File: src/rtl/i2c_pkg.sv
// rtl/i2c_pkg.sv - shared state encoding and bus constants for the I2C target
package i2c_pkg;

  typedef enum logic [3:0] {
    ST_IDLE,
    ST_DEV_ADDR,
    ST_DEV_ACK,
    ST_REG_ADDR,
    ST_REG_ACK,
    ST_WR_DATA,
    ST_WR_ACK,
    ST_RD_DATA,
    ST_RD_ACK,
    ST_WAIT_STOP
  } i2c_tgt_state_t;

  localparam logic I2C_WR   = 1'b0;
  localparam logic I2C_RD   = 1'b1;
  localparam logic I2C_ACK  = 1'b0;
  localparam logic I2C_NACK = 1'b1;

  function automatic logic [7:0] addr_inc(input logic [7:0] a);
    return a + 8'd1;
  endfunction

endpackage

File: src/rtl/i2c_target_sync_if.sv
// rtl/i2c_target_sync_if.sv - register port between the I2C target and a local register file
interface i2c_target_sync_if;
  logic [7:0] reg_addr;
  logic [7:0] reg_wdata;
  logic       reg_wr_en;
  logic       reg_rd_en;
  logic [7:0] reg_rdata;

  modport master (
    output reg_addr, reg_wdata, reg_wr_en, reg_rd_en,
    input  reg_rdata
  );

  modport slave (
    input  reg_addr, reg_wdata, reg_wr_en, reg_rd_en,
    output reg_rdata
  );
endinterface

File: src/rtl/i2c_bus_sync.sv
// rtl/i2c_bus_sync.sv - SCL/SDA synchronizers with edge, START and STOP pulses
module i2c_bus_sync #(
  parameter int SYNC_STAGES = 2
) (
  input  logic clk,
  input  logic scl_i,
  input  logic sda_i,
  output logic sda_s_o,
  output logic scl_rise_o,
  output logic scl_fall_o,
  output logic start_o,
  output logic stop_o
);

  logic [SYNC_STAGES-1:0] scl_sync_q;
  logic [SYNC_STAGES-1:0] sda_sync_q;
  logic                   scl_prev_q;
  logic                   sda_prev_q;
  logic                   scl_s;
  logic                   sda_s;

  // Left unreset on purpose: they only track the bus, and resetting them could fake a START.
  always_ff @(posedge clk) begin
    scl_sync_q <= {scl_sync_q[SYNC_STAGES-2:0], scl_i};
    sda_sync_q <= {sda_sync_q[SYNC_STAGES-2:0], sda_i};
    scl_prev_q <= scl_s;
    sda_prev_q <= sda_s;
  end

  assign scl_s      = scl_sync_q[SYNC_STAGES-1];
  assign sda_s      = sda_sync_q[SYNC_STAGES-1];
  assign sda_s_o    = sda_s;
  assign scl_rise_o = scl_s & ~scl_prev_q;
  assign scl_fall_o = ~scl_s & scl_prev_q;
  assign start_o    = scl_s & scl_prev_q & sda_prev_q & ~sda_s;
  assign stop_o     = scl_s & scl_prev_q & ~sda_prev_q & sda_s;

endmodule

File: src/rtl/i2c_target_sync.sv
// rtl/i2c_target_sync.sv - clock-synchronous I2C target exposing a simple register port
module i2c_target_sync
  import i2c_pkg::*;
#(
  parameter logic [6:0] DEV_ADDR    = 7'h50,
  parameter int         SYNC_STAGES = 2
) (
  input  logic                      clk,
  input  logic                      rst,
  input  logic                      scl_i,
  input  logic                      sda_i,
  output logic                      sda_o,
  output logic                      busy,
  output logic                      txn_done,
  i2c_target_sync_if.master         rif
);

  logic sda_s, scl_rise, scl_fall, start_det, stop_det;

  i2c_bus_sync #(.SYNC_STAGES(SYNC_STAGES)) u_sync (
    .clk        (clk),
    .scl_i      (scl_i),
    .sda_i      (sda_i),
    .sda_s_o    (sda_s),
    .scl_rise_o (scl_rise),
    .scl_fall_o (scl_fall),
    .start_o    (start_det),
    .stop_o     (stop_det)
  );

  i2c_tgt_state_t state_q, state_d;
  logic [3:0] cnt_q, cnt_d;
  logic [7:0] rx_q, rx_d, tx_q, tx_d, addr_q, addr_d, wdata_q, wdata_d;
  logic       sda_q, sda_d, wr_en_q, wr_en_d, rd_en_q, rd_en_d;
  logic       busy_q, busy_d, done_q, done_d, rw_q, rw_d, load_q, load_d;

  always_comb begin
    state_d = state_q;
    cnt_d   = cnt_q;
    rx_d    = rx_q;
    tx_d    = tx_q;
    sda_d   = sda_q;
    addr_d  = addr_q;
    wdata_d = wdata_q;
    wr_en_d = 1'b0;
    rd_en_d = 1'b0;
    busy_d  = busy_q;
    done_d  = 1'b0;
    rw_d    = rw_q;
    load_d  = 1'b0;
    // Read data arrives one clk after the strobe; the next SCL fall is many clks away.
    if (load_q) tx_d = rif.reg_rdata;
    if (stop_det) begin
      state_d = ST_IDLE;
      sda_d   = 1'b1;
      done_d  = busy_q;
      busy_d  = 1'b0;
    end else if (start_det) begin
      state_d = ST_DEV_ADDR;
      cnt_d   = 4'd0;
      sda_d   = 1'b1;
    end else if (scl_rise) begin
      case (state_q)
        ST_DEV_ADDR, ST_REG_ADDR, ST_WR_DATA: begin
          if (cnt_q < 4'd8) begin
            rx_d  = {rx_q[6:0], sda_s};
            cnt_d = cnt_q + 4'd1;
            if (state_q == ST_WR_DATA && cnt_q == 4'd7) begin
              wdata_d = rx_d;
              wr_en_d = 1'b1;
            end
          end
        end
        ST_REG_ACK: begin
          if (rw_q == I2C_RD) begin
            rd_en_d = 1'b1;
            load_d  = 1'b1;
          end
        end
        ST_RD_ACK: begin
          if (sda_s == I2C_ACK) begin
            addr_d  = addr_inc(addr_q);
            rd_en_d = 1'b1;
            load_d  = 1'b1;
          end else begin
            state_d = ST_WAIT_STOP;
          end
        end
        default: ;
      endcase
    end else if (scl_fall) begin
      // Falls end one bit cell and start the next, so all SDA drive changes happen here.
      case (state_q)
        ST_DEV_ADDR: begin
          if (cnt_q == 4'd8) begin
            if (rx_q[7:1] == DEV_ADDR) begin
              state_d = ST_DEV_ACK;
              sda_d   = I2C_ACK;
              busy_d  = 1'b1;
              rw_d    = rx_q[0];
            end else begin
              state_d = ST_WAIT_STOP;
            end
          end
        end
        ST_DEV_ACK: begin
          state_d = ST_REG_ADDR;
          sda_d   = 1'b1;
          cnt_d   = 4'd0;
        end
        ST_REG_ADDR: begin
          if (cnt_q == 4'd8) begin
            state_d = ST_REG_ACK;
            addr_d  = rx_q;
            sda_d   = I2C_ACK;
          end
        end
        ST_WR_DATA: begin
          if (cnt_q == 4'd8) begin
            state_d = ST_WR_ACK;
            sda_d   = I2C_ACK;
          end
        end
        ST_WR_ACK: begin
          state_d = ST_WR_DATA;
          sda_d   = 1'b1;
          addr_d  = addr_inc(addr_q);
          cnt_d   = 4'd0;
        end
        ST_REG_ACK, ST_RD_ACK: begin
          if (state_q == ST_REG_ACK && rw_q == I2C_WR) begin
            state_d = ST_WR_DATA;
            sda_d   = 1'b1;
            cnt_d   = 4'd0;
          end else begin
            state_d = ST_RD_DATA;
            sda_d   = tx_q[7];
            tx_d    = {tx_q[6:0], 1'b1};
            cnt_d   = 4'd1;
          end
        end
        ST_RD_DATA: begin
          if (cnt_q == 4'd8) begin
            state_d = ST_RD_ACK;
            sda_d   = 1'b1;
          end else begin
            sda_d   = tx_q[7];
            tx_d    = {tx_q[6:0], 1'b1};
            cnt_d   = cnt_q + 4'd1;
          end
        end
        default: sda_d = 1'b1;
      endcase
    end
  end

  always_ff @(posedge clk) begin
    if (rst) begin
      state_q <= ST_IDLE;
      cnt_q   <= 4'd0;
      rx_q    <= 8'd0;
      tx_q    <= 8'd0;
      sda_q   <= 1'b1;
      addr_q  <= 8'd0;
      wdata_q <= 8'd0;
      wr_en_q <= 1'b0;
      rd_en_q <= 1'b0;
      busy_q  <= 1'b0;
      done_q  <= 1'b0;
      rw_q    <= 1'b0;
      load_q  <= 1'b0;
    end else begin
      state_q <= state_d;
      cnt_q   <= cnt_d;
      rx_q    <= rx_d;
      tx_q    <= tx_d;
      sda_q   <= sda_d;
      addr_q  <= addr_d;
      wdata_q <= wdata_d;
      wr_en_q <= wr_en_d;
      rd_en_q <= rd_en_d;
      busy_q  <= busy_d;
      done_q  <= done_d;
      rw_q    <= rw_d;
      load_q  <= load_d;
    end
  end

  assign sda_o         = sda_q;
  assign busy          = busy_q;
  assign txn_done      = done_q;
  assign rif.reg_addr  = addr_q;
  assign rif.reg_wdata = wdata_q;
  assign rif.reg_wr_en = wr_en_q;
  assign rif.reg_rd_en = rd_en_q;

endmodule

File: src/flat_wrapper.sv
// flat-port wrapper written by rule: the top's interface ports become plain ports
module i2c_target_sync_flat import i2c_pkg::*;
#(
  parameter logic [6:0] DEV_ADDR    = 7'h50,
  parameter int         SYNC_STAGES = 2
)
  (clk, rst, scl_i, sda_i, sda_o, busy, txn_done, rif_reg_addr, rif_reg_wdata, rif_reg_wr_en, rif_reg_rd_en, rif_reg_rdata);
  i2c_target_sync_if rif_i ();
  input  logic clk;
  input  logic rst;
  input  logic scl_i;
  input  logic sda_i;
  output logic sda_o;
  output logic busy;
  output logic txn_done;
  output wire logic [$bits(rif_i.reg_addr)-1:0] rif_reg_addr;
  output wire logic [$bits(rif_i.reg_wdata)-1:0] rif_reg_wdata;
  output wire logic [$bits(rif_i.reg_wr_en)-1:0] rif_reg_wr_en;
  output wire logic [$bits(rif_i.reg_rd_en)-1:0] rif_reg_rd_en;
  input wire logic [$bits(rif_i.reg_rdata)-1:0] rif_reg_rdata;
  assign rif_reg_addr = rif_i.reg_addr;
  assign rif_reg_wdata = rif_i.reg_wdata;
  assign rif_reg_wr_en = rif_i.reg_wr_en;
  assign rif_reg_rd_en = rif_i.reg_rd_en;
  assign rif_i.reg_rdata = rif_reg_rdata;
  i2c_target_sync #(.DEV_ADDR(DEV_ADDR), .SYNC_STAGES(SYNC_STAGES)) u_core (.clk(clk), .rst(rst), .scl_i(scl_i), .sda_i(sda_i), .sda_o(sda_o), .busy(busy), .txn_done(txn_done), .rif(rif_i));
endmodule
File: config.mk
export PLATFORM = sky130hd
export DESIGN_NAME = i2c_target_sync_flat
export DESIGN_NICKNAME = d
export VERILOG_FILES = /design/src/rtl/i2c_pkg.sv /design/src/rtl/i2c_target_sync_if.sv /design/src/rtl/i2c_bus_sync.sv /design/src/rtl/i2c_target_sync.sv /design/src/flat_wrapper.sv
export SDC_FILE = /design/constraint.sdc
export NUM_CORES = 1
export LEC_CHECK = 0
export CAP_MARGIN = 20
export CORE_MARGIN = 5
export CORE_UTILIZATION = 25
export CTS_BUF_LIST = sky130_fd_sc_hd__clkbuf_2 sky130_fd_sc_hd__clkbuf_4 sky130_fd_sc_hd__clkbuf_8
export DETAILED_ROUTE_END_ITERATION = 7
export GPL_TIMING_DRIVEN = 0
export SKIP_CTS_REPAIR_TIMING = 1
export SYNTH_ARGS = -nofsm -noshare
export SYNTH_HDL_FRONTEND = slang
export SYNTH_SLANG_ARGS = --single-unit
File: constraint.sdc
create_clock -name clk -period 2 [get_ports clk]
set_input_delay 0.2 -clock clk [delete_from_list [all_inputs] [get_ports clk]]
set_output_delay 0.2 -clock clk [all_outputs]
set_load 0.03 [all_outputs]
# After elaboration in Yosys (flattened, before gate mapping)
# Index checks and enable logic that the tools add are counted.
# classes
addsub	2
order_cmp	1
n_eq_ne	30
n_mux	44
bitwise	17
reduce_logical	26
# op_table
op	count
$mux 8	12
$mux 4	15
$pmux 8 s2	2
$pmux 4 s7	1
$eq 4x3->1 const B	5
$reduce_and 6->1	3
$reduce_and 8->1	2
$reduce_and 7->1	2
$ne 3x3->1 const B	4
$ne 4x1->1 const B	3
$pmux 4 s3	1
$mux 1	10
$not 1->1	10
$reduce_and 5->1	2
$reduce_or 2->1	5
$ne 3x1->1 const B	3
$reduce_bool 9->1	1
$add 8x1->8 const B	1
$eq 4x2->1 const B	2
$eq 4x4->1 const B	2
$ne 4x2->1 const B	2
$reduce_bool 8->1	1
$and 1x1->1	7
$eq 7x7->1 const B	1
16 further kinds	23
# word_totals
reg_bits	52
input_bits	12
output_inout_bits	21
word_cells	137

# Depth between registers and ports, before layout
# Gate-level depths: netlist (run 1).
# depth
depth_word	8
depth_mapped	9
depth_no_buf	7

# By module
# From an unflattened synthesis (run 1), not the netlist that was laid out.
# hier_totals
cells_unflattened	310
hier_area_um2	2688.8
# by_module_without_submodules
mod	n_inst	cells_each	area_per_inst_um2	seq_area_each_um2
i2c_target_sync	1	300	2533.7	920.9
i2c_bus_sync	1	10	155.1	120.1

# Worst setup path after synthesis (run 1)
# No wires, ideal clock.
# synth_timing
kind	register to register
from	reg u_core.cnt_q[0]
to	reg u_core.state_q[1]
setup_time_ns	0.121
arrival_time_ns	1.638
t_required_ns	1.879
path_slack_ns	0.242
path_stages_with_launch	9
n_path_buf	1
period_less_slack_ns	1.758
cell_sequence	dfxtp_1 -> inv_1 -> ha_1 -> and3b_1 -> buf_2 -> a221oi_1 -> o21ai_0 -> mux2i_1 -> nor2_1
# synth_via
elab_chain_len	3
elab_cells_between_ends	6
classes_between	eq/ne (5); reduce/logical (1)
# synth_lines
element	line_no	text
start: declaration	i2c_target_sync.sv:32	logic [3:0] cnt_q, cnt_d;
start signal: assignment	i2c_target_sync.sv:174	cnt_q <= cnt_d;
$eq 4x4->1 *	-	
$ne 3x2->1 (no line) / $ne 3x1->1 (equally long branches)	-	
$reduce_and 8->1 (no line) *	-	
end signal: assignment	i2c_target_sync.sv:173	state_q <= state_d;
end: declaration	i2c_target_sync.sv:31	i2c_tgt_state_t state_q, state_d;
# Every way passes the cells marked *; elsewhere a longest branch is shown, timed or not.
# A chain may end at the register's enable or synchronous reset.

# Worst setup path in the final report (run 1)
# layout_timing
from	reg u_core.cnt_q[0]
to	reg u_core.addr_q[0] (netlist: u_core.rif.reg_addr[0])
# layout_via
elab_chain_len	3
# layout_lines
element	line_no	text
$eq 4x4->1	i2c_target_sync.sv:112	if (cnt_q == 4'd8) begin
$ne 3x1->1 (no line)	-	
$reduce_and 7->1 (no line)	-	
end signal: assignment	i2c_target_sync.sv:178	addr_q <= addr_d;
end: declaration	i2c_target_sync.sv:33	logic [7:0] rx_q, rx_d, tx_q, tx_d, addr_q, addr_d, wdata_q, wdata_d;
# No other way between the ends.

==> results of run 1 <==
==> registers in the layout, summed over array words and instances (netlist names), 2 cells and up <==
register,cells
u_core.rif.reg_addr,8
u_core.rif.reg_wdata,8
u_core.rx_q,8
u_core.tx_q,8
u_core.cnt_q,4
u_core.state_q,4
u_core.u_sync.scl_sync_q,2
u_core.u_sync.sda_sync_q,2
==> routing by layer <==
metal | vias up | GRT usage [%] | part of all wire [%]
met5 | - | 0 | 0
met4 | 0 | 2.61 | 0.55
met2 | 55 | 18.7 | 48
li1 | 1200 | - | -
met3 | 5 | 2.33 | 4.5
met1 | 1128 | 14.5 | 47
==> synth_stat cells (2+ instances only) <==
cell      number  area, µm²
nor4b_4        2       47.6
o31ai_1        6       45.0
a21oi_1       24        120
and3_1         3       18.8
o21ai_0       13       65.1
nand2_1       27        101
o311a_1        2       20.0
buf_6          5       56.3
dfxtp_1       52       1040
inv_1          4       15.0
o31a_1         2       17.5
or2_2          3       18.8
nand3_1        8       40.0
ha_1           3       37.5
clkbuf_1       4       15.0
nor3_1         3       15.0
nor4_1         3       18.8
nor4b_1        3       26.3
nor2_1        33        124
a21boi_0       2       15.0
buf_2          3       15.0
nor3b_1        4       30.0
nor2b_1        3       18.8
nand2b_1       8       50.1
mux2i_1       19        190
a211oi_1       9       67.6
o211ai_1       9       67.6
and2b_4        2       20.0
nand4_1        2       12.5
and2_1         2       12.5
o21a_1         2       15.0
nand3b_1       3       22.5
buf_4          4       30.0
a31oi_1        2       12.5
==> how the worst max path moves through the flow <==
stage                                                    from                                   to  slack, ns  cells after the start
after floorplan                  u_core.cnt_q[0]$_SDFFE_PP0P_       u_core.state_q[1]$_SDFFE_PP0P_       0.24                      8
after global placement    u_core.u_sync.sda_sync_q[1]$_DFF_P_  u_core.rif.reg_addr[4]$_SDFFE_PP0P_      -0.11                      5
after detailed placement  u_core.u_sync.sda_sync_q[1]$_DFF_P_  u_core.rif.reg_addr[2]$_SDFFE_PP0P_      -0.16                      5
after CTS                 u_core.u_sync.sda_sync_q[1]$_DFF_P_  u_core.rif.reg_addr[2]$_SDFFE_PP0P_      -0.19                      5
after global routing           u_core.state_q[3]$_SDFFE_PP0P_  u_core.rif.reg_addr[4]$_SDFFE_PP0P_     -0.005                      8
final                            u_core.cnt_q[0]$_SDFFE_PP0P_  u_core.rif.reg_addr[0]$_SDFFE_PP0P_       0.09                      7
==> cell families (layout without fill, tap and decap cells) <==
family / Yosys count / in the layout / share of synthesized area, %
and+or+nand+nor: 118 / 118 / 24.7
AOI/OAI and AO/OA: 86 / 86 / 22.5
adders and majority gates: 3 / 3 / 1.39
DFF: 52 / 52 / 38.4
buffers and inverters: 22 / 67 / 5.31
xor gates and xnor gates: 2 / 2 / 0.646
muxes: 19 / 19 / 7.02
==> worst max-delay path, stage by stage, from the launching register on <==
cell	delay, ns
dfxtp_2	0.36
inv_1	0.06
ha_1	0.15
nand3b_1	0.19
a31oi_4	0.29
a22oi_4	0.12
or4_1	0.51
a31oi_1	0.16
==> power groups by stage <==
stage / Combinational, mW / Clock (mW) / Sequential [mW]
floorplan: 0.0839 / 0 / 1.08
global placement: 0.138 / 0 / 1.08
detailed placement: 0.138 / 0 / 1.08
CTS: 0.139 / 0.679 / 1.06
global route: 0.158 / 0.705 / 1.06
finish: 0.145 / 0.655 / 1.06
==> area by class of cell <==
type / count / area [µm²] / share of cell area (%)
Sequential cell: 52 / 1050 / 30.7
Tap cell: 140 / 175 / 5.15
Timing Repair Buffer: 37 / 358 / 10.5
Buffer: 18 / 131 / 3.86
Clock inverter: 3 / 27.5 / 0.809
Multi-Input combinational cell: 228 / 1580 / 46.5
Inverter: 4 / 15.0 / 0.441
Clock buffer: 5 / 68.8 / 2.02
==> stage by stage <==
step | hold WS (ns) | power [mW]
2_1_floorplan | 0.228 | 1.16
3_3_place_gp | 0.314 | 1.22
3_5_place_dp | 0.314 | 1.22
4_1_cts | 0.310 | 1.87
5_1_grt | 0.308 | 1.92
6_report | 0.320 | 1.86
==> out/metrics.cfg, run 1 <==
[outcome]
status = finished, final reports clean

[final_layout]
fin_util_pct = 31.7
fillers = 1158
final_area_um2 = 3400
final_common_cell = dfxtp_1
nets = 361
area_growth_pct = 25.6
layout_common_cells = dfxtp_1 (48), nor2_1 (33), clkdlybuf4s50_1 (32)
layout.cells.non_filler = 487
drive_above_1_share_pct = 15.3
insertedDiodeCount = 0

[sta]
max_slew_margin_pct = 58.0
setup_tns_ns = 0
timing.fmax_ghz = 0.523
finalCriticalPeriod_ns = 1.91
finalSetupViolCount = 0
hold_violations = 0
max_slew.worst_pin.slew_ns = 0.624
slew_viol_final = 0
rsz0062_at_grt = yes
finalClockSkew_ns = 0.0126
fin_crit_sh_pct = 95.7
finalWorstSetupSlack_ns = 0.0869

[power]
vdd_ir_drop_max_mv = 0.435
power_frac_seq_pct = 56.9
clkPwrFrac_pct = 35.3
pwr-share-comb_pct = 7.8
p_sw_share_pct = 26.6
powerDensity_nw_per_um2 = 546
leakage_nw = 1.22
p_switching_uw = 493
intPower_mw = 1.36

[hold_path]
worstHoldStart = scl_i
hold_path_depth = 1
hp-class = in -> reg
hold_end = u_core.u_sync.scl_sync_q[0]$_DFF_P_

[logic_synthesis]
syn_area_per_cell_um2 = 8.97
synth_flop_cell = dfxtp_1
ys_seq_elements = 52
yosysSeqAreaShare_pct = 38.4
synth_area_um2 = 2710
synthCells = 302
post_synth_num_cell_types = 62
synthArstFlopShare_pct = 0
synth_edf_count = 0
yosysWarnings = 0
synth_nets = 317

[die]
initial_core_util_pct = 25.2
core-area_um2 = 10700
die_area_um2 = 13000
die_w_um = 114
die-height_um = 114
ios = 33
rows = 38

[critical_path]
r2r_start = u_core.cnt_q[0]$_SDFFE_PP0P_
r2r_cells = 7
r2r-end = u_core.rif.reg_addr[0]$_SDFFE_PP0P_
crit_path_end_kind = flip-flop
critPathArrivalTime_ns = 2.16
cp-start-kind = flip-flop
r2r_slack_ns = 0.09
criticalPathCategory = reg -> reg
cp_max_fo = 8
crit_required_ns = 2.25

[clock_tree]
clkTransAtPathRegs_ns = 0.11
clockBufferDepth = 2
clock-sinks = 52
clk_latency_ns = 0.31
clockRootBuffer = clkbuf_8
cts_tree = built
cts_inserted_buffers = 5
cts-htree-levels = 2

[global_routing]
grt_max_degree = 19
grt_pass1_wl_mm = 11.9
first_global_vias = 2398
antenna_found_initial = 0
groute.usage.overall_pct = 11.1
grt.overflow.total = 0

[job]
maxCapViolCount = 0

[placement]
dp.cells = 474
hpwl_mm = 5.28
io_buffers = 32
placed_cell_area_um2 = 3210
gp_congestion = 0.887
pre_cts_ws_ns = -0.163

[detailed_routing]
vias = 2388
drtAntennaViolNets = 0
wl_per_cell_um = 14.8
drtIter0Drc = 145
route.detailed.drc = 0
via_per_inst = 4.90
drt_wl_total_mm = 7.22
first_pass_iters = 4

(Power assumes the default switching activity.)
==> run 2: changes to the inputs <==
--- a/config.mk
+++ b/config.mk
@@ -9,6 +9,8 @@
 export CORE_MARGIN = 5
 export CORE_UTILIZATION = 25
 export CTS_BUF_LIST = sky130_fd_sc_hd__clkbuf_2 sky130_fd_sc_hd__clkbuf_4 sky130_fd_sc_hd__clkbuf_8
+export CTS_CLUSTER_DIAMETER = 80
+export CTS_CLUSTER_SIZE = 16
 export DETAILED_ROUTE_END_ITERATION = 7
 export GPL_TIMING_DRIVEN = 0
 export SKIP_CTS_REPAIR_TIMING = 1
==> results of run 2 <==
Final layout, timing and power as in run 1 (identical DEF).
==> run 3: changes to the inputs <==
--- a/config.mk
+++ b/config.mk
@@ -6,7 +6,7 @@
 export NUM_CORES = 1
 export LEC_CHECK = 0
 export CAP_MARGIN = 20
-export CORE_MARGIN = 5
+export CORE_MARGIN = 3
 export CORE_UTILIZATION = 25
 export CTS_BUF_LIST = sky130_fd_sc_hd__clkbuf_2 sky130_fd_sc_hd__clkbuf_4 sky130_fd_sc_hd__clkbuf_8
 export CTS_CLUSTER_DIAMETER = 80
==> constraint.sdc (replaced) <==
create_clock -name clk -period 2 [get_ports clk]
set_input_delay 0.2 -clock clk [delete_from_list [all_inputs] [get_ports clk]]
set_output_delay 0.2 -clock clk [all_outputs]
set_load 0.01 [all_outputs]
==> run 3 against run 2 <==
Compared with the run above: non-clock buffer count unchanged; register-to-register slack worse by 0.04 ns; sequential power about the same; cell area down 0.44%; routed wire length down 0.90%; largest cell class unchanged; critical endpoint unchanged; clock power down 4.3%; clock-buffer cell count unchanged; worst setup slack worse by 0.036 ns; global-route usage up 0.89 points; via count up 1.8%; largest power group unchanged; core utilization up 0.86 points; highest routed layer unchanged; clock skew up 0.00060 ns.
==> out/metrics.cfg, run 3 (synthesis gave the netlist of run 1 again) <==
[power]
p_sw_share_pct = 25.8  ; -0.81 points
vdd_ir_drop_max_mv = 0.322  ; -26%
p_switching_uw = 470  ; -4.7%
pwr-share-comb_pct = 7.8  ; about the same
powerDensity_nw_per_um2 = 539  ; -1.2%
power_frac_seq_pct = 57.9  ; +1.0 points
clkPwrFrac_pct = 34.3  ; -1.0 points
intPower_mw = 1.36  ; -0.59%
leakage_nw = 1.21  ; -1.1%

[detailed_routing]
wl_per_cell_um = 14.8  ; about the same
via_per_inst = 5.04  ; +2.7%
drtAntennaViolNets = 0  ; unchanged
vias = 2432  ; +1.8%
route.detailed.drc = 0  ; unchanged
drtIter0Drc = 131  ; -9.7%
first_pass_iters = 4  ; unchanged
drt_wl_total_mm = 7.16  ; -0.90%

[placement]
io_buffers = 32  ; unchanged
hpwl_mm = 5.20  ; -1.6%
dp.cells = 470  ; -0.84%
gp_congestion = 0.911  ; +2.8%

[critical_path]
crit_required_ns = 2.25  ; about the same
crit_path_end_kind = flip-flop
cp_max_fo = 8  ; unchanged
cp-start-kind = flip-flop
criticalPathCategory = reg -> reg
critPathArrivalTime_ns = 2.20  ; +0.04 ns

[final_layout]
insertedDiodeCount = 0  ; unchanged
drive_above_1_share_pct = 14.4  ; -0.86 points
seq_area_um2 = 1050  ; unchanged
nets = 361  ; unchanged
layout_common_cells = dfxtp_1 (48), nor2_1 (33), clkdlybuf4s50_1 (32)
layout.cells.non_filler = 483  ; -0.82%
area_growth_pct = 25.0
final_common_cell = dfxtp_1
multiInputGateArea_um2 = 1580  ; -0.24%
fillers = 1110  ; -4.1%

[sta]
max_slew_margin_pct = 62.6  ; +4.6 points
fin_crit_sh_pct = 97.5  ; +1.8 points
timing.fmax_ghz = 0.513  ; -1.9%
finalSetupViolCount = 0  ; unchanged
max_slew.worst_pin.slew_ns = 0.558  ; -0.0663 ns
rsz0062_at_grt = yes
finalCriticalPeriod_ns = 1.95  ; +0.0361 ns
whs_ns = 0.322  ; +0.00164 ns
slew_viol_final = 0  ; unchanged
hold_violations = 0  ; unchanged
finalClockSkew_ns = 0.0132  ; +0.000600 ns

[clock_tree]
cts_inserted_buffers = 5  ; unchanged
cts-htree-levels = 2  ; unchanged
clkTransAtPathRegs_ns = 0.11  ; about the same
clockBufferDepth = 2  ; unchanged
clk_latency_ns = 0.32  ; about the same
cts_tree = built
clockRootBuffer = clkbuf_8
clock-sinks = 52  ; unchanged

[die]
core-area_um2 = 10400  ; -3.1%
die_w_um = 110  ; -3.5%
initial_core_util_pct = 26.0  ; +0.80 points
die_area_um2 = 12100  ; -6.9%
ios = 33  ; unchanged
rows = 37  ; -2.6%
die-height_um = 110  ; -3.5%

[job]
maxCapViolCount = 0  ; unchanged

[outcome]
status = finished, final reports clean

[global_routing]
grt_max_degree = 18  ; -1
groute.usage.overall_pct = 12.0  ; +0.89 points
grt.overflow.total = 0  ; unchanged
first_global_vias = 2308  ; -3.8%
grt_pass1_wl_mm = 11.6  ; -2.7%
antenna_found_initial = 0  ; unchanged

[hold_path]
hp-class = in -> reg

-- run 3: cell type report --
| cell class | count | share of cell area [%] |
|---|---|---|
| Multi-Input combinational cell | 228 | 46.6 |
| Sequential cell | 52 | 30.9 |
| Timing Repair Buffer | 37 | 10.6 |
| Tap cell | 136 | 5.02 |
| Buffer | 18 | 3.88 |
| Clock buffer | 5 | 2.03 |
| Clock inverter | 3 | 0.628 |
| Inverter | 4 | 0.443 |
-- run 3: worst max-delay path: stages (launching register included) --
cell and delay, ns:
dfxtp_1 0.31, buf_4 0.16, nor4b_4 0.50, a22oi_4 0.21, or4_1 0.53, a31oi_1 0.17
-- run 3: power groups by stage --
stage	Sequential, mW	Clock, mW	Combinational (mW)
3_5_place_dp	1.08	0	0.134
3_3_place_gp	1.08	0	0.134
2_1_floorplan	1.08	0	0.0839
4_1_cts	1.06	0.651	0.135
6_report	1.06	0.627	0.142
5_1_grt	1.06	0.693	0.155
-- run 3: per-layer routing --
metal  wire, µm  share of wire (%)  global-route usage [%]  vias up
li1           -                  -                       -     1199
met2       3340                 47                    19.6       65
met3        339                4.7                    2.21        9
met1       3410                 48                    16.5     1159
met4         67               0.94                    2.55        0
met5          0                  0                       0        -
-- run 3: path summary, 6_finish.rpt --
path / cells past startpoint / slack [ns] / endpoint / startpoint
setup reg to reg: 5 / 0.05 / u_core.rif.reg_addr[0]$_SDFFE_PP0P_ / u_core.state_q[2]$_SDFFE_PP0P_
hold reg to reg: 0 / 0.33 / u_core.u_sync.scl_sync_q[1]$_DFF_P_ / u_core.u_sync.scl_sync_q[0]$_DFF_P_
hold / removal: 1 / 0.32 / u_core.u_sync.sda_sync_q[0]$_DFF_P_ / sda_i
setup / recovery: 5 / 0.05 / u_core.rif.reg_addr[0]$_SDFFE_PP0P_ / u_core.state_q[2]$_SDFFE_PP0P_
-- run 3: per-stage QoR --
step	utilization, %	setup TNS [ns]	total power, mW	setup slack [ns]	cell area (µm²)
global placement	30.7	-0.825	1.21	-0.123	3200
CTS	31.6	-1.04	1.84	-0.138	3290
finish	32.5	0	1.83	0.0508	3390
global route	32.5	-0.0636	1.91	-0.0526	3390
detailed placement	30.7	-0.713	1.21	-0.112	3200
floorplan	-	0	1.16	0.242	2710
